`config.mk`:
```
export PLATFORM = sky130hd
export DESIGN_NAME = rx_ana
export DESIGN_NICKNAME = d
export VERILOG_FILES = /design/src/rtl/rx_ana_pkg.sv /design/src/rtl/crc16_modbus.sv /design/src/rtl/rx_ana.sv
export SDC_FILE = /design/constraint.sdc
export NUM_CORES = 1
export LEC_CHECK = 0
export CAP_MARGIN = 20
export CORE_UTILIZATION = 40
export DETAILED_ROUTE_END_ITERATION = 10
export PLACE_DENSITY = 0.6
export REMOVE_ABC_BUFFERS = 1
export SYNTH_ARGS = -nofsm -noshare
export SYNTH_HDL_FRONTEND = slang
export SYNTH_SLANG_ARGS = --single-unit
```
`constraint.sdc`:
```
create_clock -name sys_clk -period 2.6 [get_ports sys_clk]
set_clock_uncertainty 0.2 [all_clocks]
set_input_delay 0.39 -clock sys_clk [delete_from_list [all_inputs] [get_ports sys_clk]]
set_output_delay 0.39 -clock sys_clk [all_outputs]
set_load 0.03 [all_outputs]
```
`src/rtl/rx_ana_pkg.sv`:
```
// rtl/rx_ana_pkg.sv - shared states, return codes and frame limits for the rx_ana frame decoder
package rx_ana_pkg;

  typedef enum logic [2:0] {
    ST_ID_H,
    ST_ID_L,
    ST_LEN_H,
    ST_LEN_L,
    ST_PAYLOAD,
    ST_CRC_H,
    ST_CRC_L,
    ST_SKIP
  } state_t;

  localparam logic [7:0] RET_OK  = 8'h00;
  localparam logic [7:0] RET_LEN = 8'hE1;
  localparam logic [7:0] RET_CRC = 8'hE2;

  localparam int MIN_LEN     = 5;
  localparam int MAX_LEN     = 9;
  localparam int PAYLOAD_MAX = MAX_LEN - 4;

  // Payload arrives right-aligned in the shift register; the sensor ID must land in [39:32].
  function automatic logic [39:0] align_payload(input logic [39:0] sh, input logic [2:0] n);
    int sh_amt;
    sh_amt = 8 * (PAYLOAD_MAX - int'(n));
    return sh << sh_amt;
  endfunction

endpackage

```
`src/rtl/crc16_modbus.sv`:
```
// rtl/crc16_modbus.sv - combinational CRC-16/MODBUS single-byte update (reflected poly 0xA001)
module crc16_modbus (
  input  logic [7:0]  data,
  input  logic [15:0] crc_in,
  output logic [15:0] crc_out
);

  always_comb begin
    logic [15:0] c;
    c = crc_in ^ {8'h00, data};
    for (int i = 0; i < 8; i++) begin
      c = c[0] ? ((c >> 1) ^ 16'hA001) : (c >> 1);
    end
    crc_out = c;
  end

endmodule

```
`src/rtl/rx_ana.sv`:
```
// rtl/rx_ana.sv - bus frame decoder: address match, length check, optional CRC, sensor command out
module rx_ana
  import rx_ana_pkg::*;
#(
  parameter logic [15:0] DEV_ID  = 16'h0001,
  parameter int          TIMEOUT = 256,
  parameter int          CRC_EN  = 0
) (
  input  logic        sys_clk,
  input  logic        sys_rst,
  input  logic        rx_flag,
  input  logic [7:0]  rx_data,
  output logic [7:0]  ret_cmd,
  output logic        ret_cmd_flg,
  output logic [39:0] sen_cmd,
  output logic        sen_cmd_flag
);

  localparam int GW = $clog2(TIMEOUT + 1);

  state_t      state;
  logic        rx_flag_q;
  logic        byte_ok;
  logic [GW-1:0] gap_cnt;
  logic [15:0] crc;
  logic [15:0] crc_seed;
  logic [15:0] crc_nxt;
  logic [7:0]  id_h;
  logic [7:0]  len_h;
  logic [7:0]  crc_h;
  logic [15:0] len_w;
  logic        len_bad;
  logic [2:0]  pay_n;
  logic [2:0]  pay_cnt;
  logic [2:0]  pay_len;
  logic [39:0] shreg;

  assign byte_ok  = rx_flag & ~rx_flag_q;
  assign len_w    = {len_h, rx_data};
  assign len_bad  = (len_w < 16'(MIN_LEN)) || (len_w > 16'(MAX_LEN));
  assign pay_n    = 3'(len_w - 16'd4);
  // A new frame always restarts the CRC from the MODBUS init value.
  assign crc_seed = (state == ST_ID_H) ? 16'hFFFF : crc;

  crc16_modbus u_crc (
    .data    (rx_data),
    .crc_in  (crc_seed),
    .crc_out (crc_nxt)
  );

  always_ff @(posedge sys_clk) begin
    if (sys_rst) begin
      state        <= ST_ID_H;
      rx_flag_q    <= 1'b0;
      gap_cnt      <= '0;
      crc          <= '0;
      id_h         <= '0;
      len_h        <= '0;
      crc_h        <= '0;
      pay_cnt      <= '0;
      pay_len      <= '0;
      shreg        <= '0;
      ret_cmd      <= '0;
      ret_cmd_flg  <= 1'b0;
      sen_cmd      <= '0;
      sen_cmd_flag <= 1'b0;
    end else begin
      rx_flag_q    <= rx_flag;
      ret_cmd_flg  <= 1'b0;
      sen_cmd_flag <= 1'b0;

      if (byte_ok) begin
        gap_cnt <= '0;
      end else if (gap_cnt != GW'(TIMEOUT)) begin
        gap_cnt <= gap_cnt + 1'b1;
      end

      if (!byte_ok && state != ST_ID_H && gap_cnt == GW'(TIMEOUT)) begin
        state <= ST_ID_H;
      end else if (byte_ok) begin
        case (state)
          ST_ID_H: begin
            id_h  <= rx_data;
            crc   <= crc_nxt;
            state <= ST_ID_L;
          end
          ST_ID_L: begin
            crc   <= crc_nxt;
            state <= ({id_h, rx_data} == DEV_ID) ? ST_LEN_H : ST_SKIP;
          end
          ST_LEN_H: begin
            len_h <= rx_data;
            crc   <= crc_nxt;
            state <= ST_LEN_L;
          end
          ST_LEN_L: begin
            crc <= crc_nxt;
            if (len_bad) begin
              ret_cmd     <= RET_LEN;
              ret_cmd_flg <= 1'b1;
              state       <= ST_SKIP;
            end else begin
              pay_cnt <= pay_n;
              pay_len <= pay_n;
              shreg   <= '0;
              state   <= ST_PAYLOAD;
            end
          end
          ST_PAYLOAD: begin
            crc     <= crc_nxt;
            shreg   <= {shreg[31:0], rx_data};
            pay_cnt <= pay_cnt - 3'd1;
            if (pay_cnt == 3'd1) state <= ST_CRC_H;
          end
          ST_CRC_H: begin
            crc_h <= rx_data;
            state <= ST_CRC_L;
          end
          ST_CRC_L: begin
            state       <= ST_ID_H;
            ret_cmd_flg <= 1'b1;
            if (CRC_EN != 0 && {crc_h, rx_data} != crc) begin
              ret_cmd <= RET_CRC;
            end else begin
              ret_cmd      <= RET_OK;
              sen_cmd      <= align_payload(shreg, pay_len);
              sen_cmd_flag <= 1'b1;
            end
          end
          ST_SKIP: begin
            state <= ST_SKIP;
          end
          default: state <= ST_ID_H;
        endcase
      end
    end
  end

endmodule

```
==> impl_results.md <==
* Filler cell count at 1286
* Pin slew with the least headroom to its limit at 0.887 ns
* Final Critical Period at 2.16 ns
* F_max at 0.462 GHz
* H-tree levels at 4
* Hold-fix buffer count after cts at 0
* Met1 Wirelength at 6370 um
* Crit path kind: in2reg
* Pre-antenna DRT Iters at 7
* PortBufs at 56
* Critical path's largest stage delay at 0.55 ns
* Routed Antenna Nets at 0
* WL final at 14000 um
* Unrepaired setup endpoints after global routing: no
* Vias per std cell at 5.51
* Sum Neg Setup Slack at 0 ns
* Worst-skew pair later-pin latency at 0.41 ns
* Resized Gates After CTS at 0
* Slew HR at 0.406
* Mapped Cells at 632
* CTS tree: yes
* Sw Ratio at 0.218
* FP Rows at 42
* Placer Congestion at 0.828
* Max_cap viols at 0
* Wirelength per Cell at 15.9 um
* Ys flop type: dfxtp_1
* Root buf cell: clkbuf_16
* Die height at 119 um
* Antenna violations before repair at 0
* Hold Vio Cnt, Final at 0
* Layout Cells excl Fill at 879
* Net load switching power at 0.987 mW
* VDD IR max at 0.000434 V
* Synth area leaders: dfxtp_1, mux2i_1, a21oi_1, nor2_1, nand3_1
* Met3 WL at 713 um
* Met2 wire len at 6720 um
* Vias in the first global route at 4619
* Vias at 4847
* Largest net degree at the start of global routing at 55
* Total power draw at 4.53 mW
* Area grow syn2layout at 26.4%
* Antenna diodes at 0
* CTS buffer count at 17
* DP Cell Count at 847
* Synth area leader: dfxtp_1
* Worst EP arrival at 2.24 ns
* Clock Pin Slew Worst Setup and Hold Paths at 0.06 ns
* EDFF count, synth at 0
* CP endpoint kind: register
* First-pass GRT wire length at 23000 um
* Clock tree buffer depth at 2
* Final slew viol count at 0
* WP data required at 2.67 ns
* Io pins at 61
* Sequential area share after synthesis at 0.435
* Reg power frac at 0.411
* Syn Std Cell Area at 5430 um2
* P_leak at 2.45 nW
* Detailed-route DRC error count at 0
* Multi-input combinational cell area at 2770 um2
* Netlist cell types at 56
* Status: completed
* Combinational power share at 0.048
* Highest routed layer: met4
* Top cell type's share of synthesized area at 0.435
* Hold Path Class: in2reg
* Startpoint types: input port
* Core footprint at 13200 um2
* Die area at 14000 um2
* Synth top cells by count: dfxtp_1, nor2_1, nand2_1, a21oi_1, nand3_1
* Proportion of layout cells with a drive suffix above 1 at 0.142
* Die X at 119 um
* DR iter-0 viols at 371
* #FFs+latches synth at 118
* Slowest cell on crit path: clkdlybuf4s50_1
* Tot GR Track Use at 0.208
* Sequential cell area at 2360 um2
* P per Cell Area at 660 nW/um2
* Syn Area/Cell at 8.59 um2
* Period utilization at 0.832
* Crit-path max FO at 26
* Async set-reset flop share out of synthesis at 0
* Grt ovf at 0
* Worst path cell trace: clkdlybuf4s50_1 > nand3b_4 > or3b_4 > or3_1 > buf_4 > nand3_1 > a21oi_1
* Internal at 3.54 mW
* Final setup violation count at 0
* Yosys warns at 0
* Clk sinks at 118
* Power share of the clock group at 0.542
* Post-CTS setup buffers at 0
* Starting Density at 0.410
* Final nets at 706
* Most frequent cell after synthesis: dfxtp_1
* Hpwl dp at 9240 um
==> per-layer routing <==
metal | vias up | GRT usage
li1 | 2356 | -
met1 | 2329 | 0.259
met2 | 142 | 0.342
met3 | 20 | 0.0589
met4 | 0 | 0.0736
met5 | - | 0
==> registers in the layout, indices dropped and copies added (netlist names), 3 cells and up <==
| name | cells |
|---|---|
| sen_cmd | 40 |
| state | 3 |
| pay_len | 3 |
| shreg | 40 |
| id_h | 8 |
| len_h | 8 |
| pay_cnt | 3 |
| gap_cnt | 9 |
==> cell usage in the layout, fill, tap and decap left out, drive strengths merged, types with 3 or more instances in the layout <==
master | netlist | routed
dfxtp | 118 | 118
a22o | 16 | 16
bufinv | 0 | 4
mux2i | 33 | 33
ha | 5 | 5
buf | 19 | 40
nor4b | 4 | 4
conb | 1 | 4
clkbuf | 40 | 19
nand2 | 68 | 68
nand4 | 4 | 4
a22oi | 33 | 33
nor3b | 10 | 10
xor2 | 6 | 6
clkdlybuf4s50 | 0 | 55
mux2 | 16 | 16
nor3 | 10 | 10
nor4 | 3 | 3
clkinvlp | 0 | 4
nand2b | 8 | 8
nand3 | 52 | 52
a31oi | 10 | 10
nor2 | 73 | 73
inv | 6 | 7
clkinv | 0 | 4
a21oi | 59 | 59
o22ai | 7 | 7
==> worst max-delay path: cells and delay by family <==
family	cells	cell delay [ns]
buffers and inverters	2	0.80
AND/OR/NAND/NOR	4	0.98
AO/OA/AOI/OAI	1	0.06
==> path summary, 6_finish.rpt <==
check | endpoint | slack, ns | cells after the start | start
max | shreg[1] | 0.44 | 7 | rx_flag
min | sen_cmd[18] | 0.26 | 2 | sys_rst
max reg2reg | shreg[1] | 0.45 | 5 | state[0]
min reg2reg | pay_len[2] | 0.26 | 2 | pay_len[2]
==> per-stage QoR <==
stage | hold WS, ns | setup WS (ns) | instance area (um2) | util
after global routing | 0.269 | 0.300 | 6860 | 0.518
after floorplan | 0.234 | -0.776 | 5150 | -
after CTS | 0.255 | 0.397 | 6860 | 0.518
final | 0.256 | 0.436 | 6860 | 0.518
after global placement | 0.249 | 0.0352 | 6240 | 0.471
after detailed placement | 0.254 | 0.0219 | 6240 | 0.471
==> layout make-up <==
class | instances | area share
Clock inverter | 13 | 0.0261
Tap cell | 176 | 0.0321
Sequential cell | 118 | 0.344
Inverter | 6 | 0.00328
Timing Repair Buffer | 95 | 0.126
Clock buffer | 19 | 0.0645
Multi-Input combinational cell | 452 | 0.404
==> power by group through the flow <==
stage	registers (mW)	clock network, mW	logic [mW]
after floorplan	1.90	0	0.105
after global placement	1.90	0	0.213
after detailed placement	1.90	0	0.216
after CTS	1.86	2.50	0.218
after global routing	1.86	2.58	0.239
final	1.86	2.45	0.217
==> kinds of logic after synthesis <==
family / synth area share
compound gates: 0.166
xor+xnor: 0.0113
fa+ha+maj: 0.0115
buf+inv: 0.0578
flops: 0.435
mux: 0.0940
other cells: 0.000691
simple gates: 0.223
Note: power is estimated with default switching activity, not from simulation.
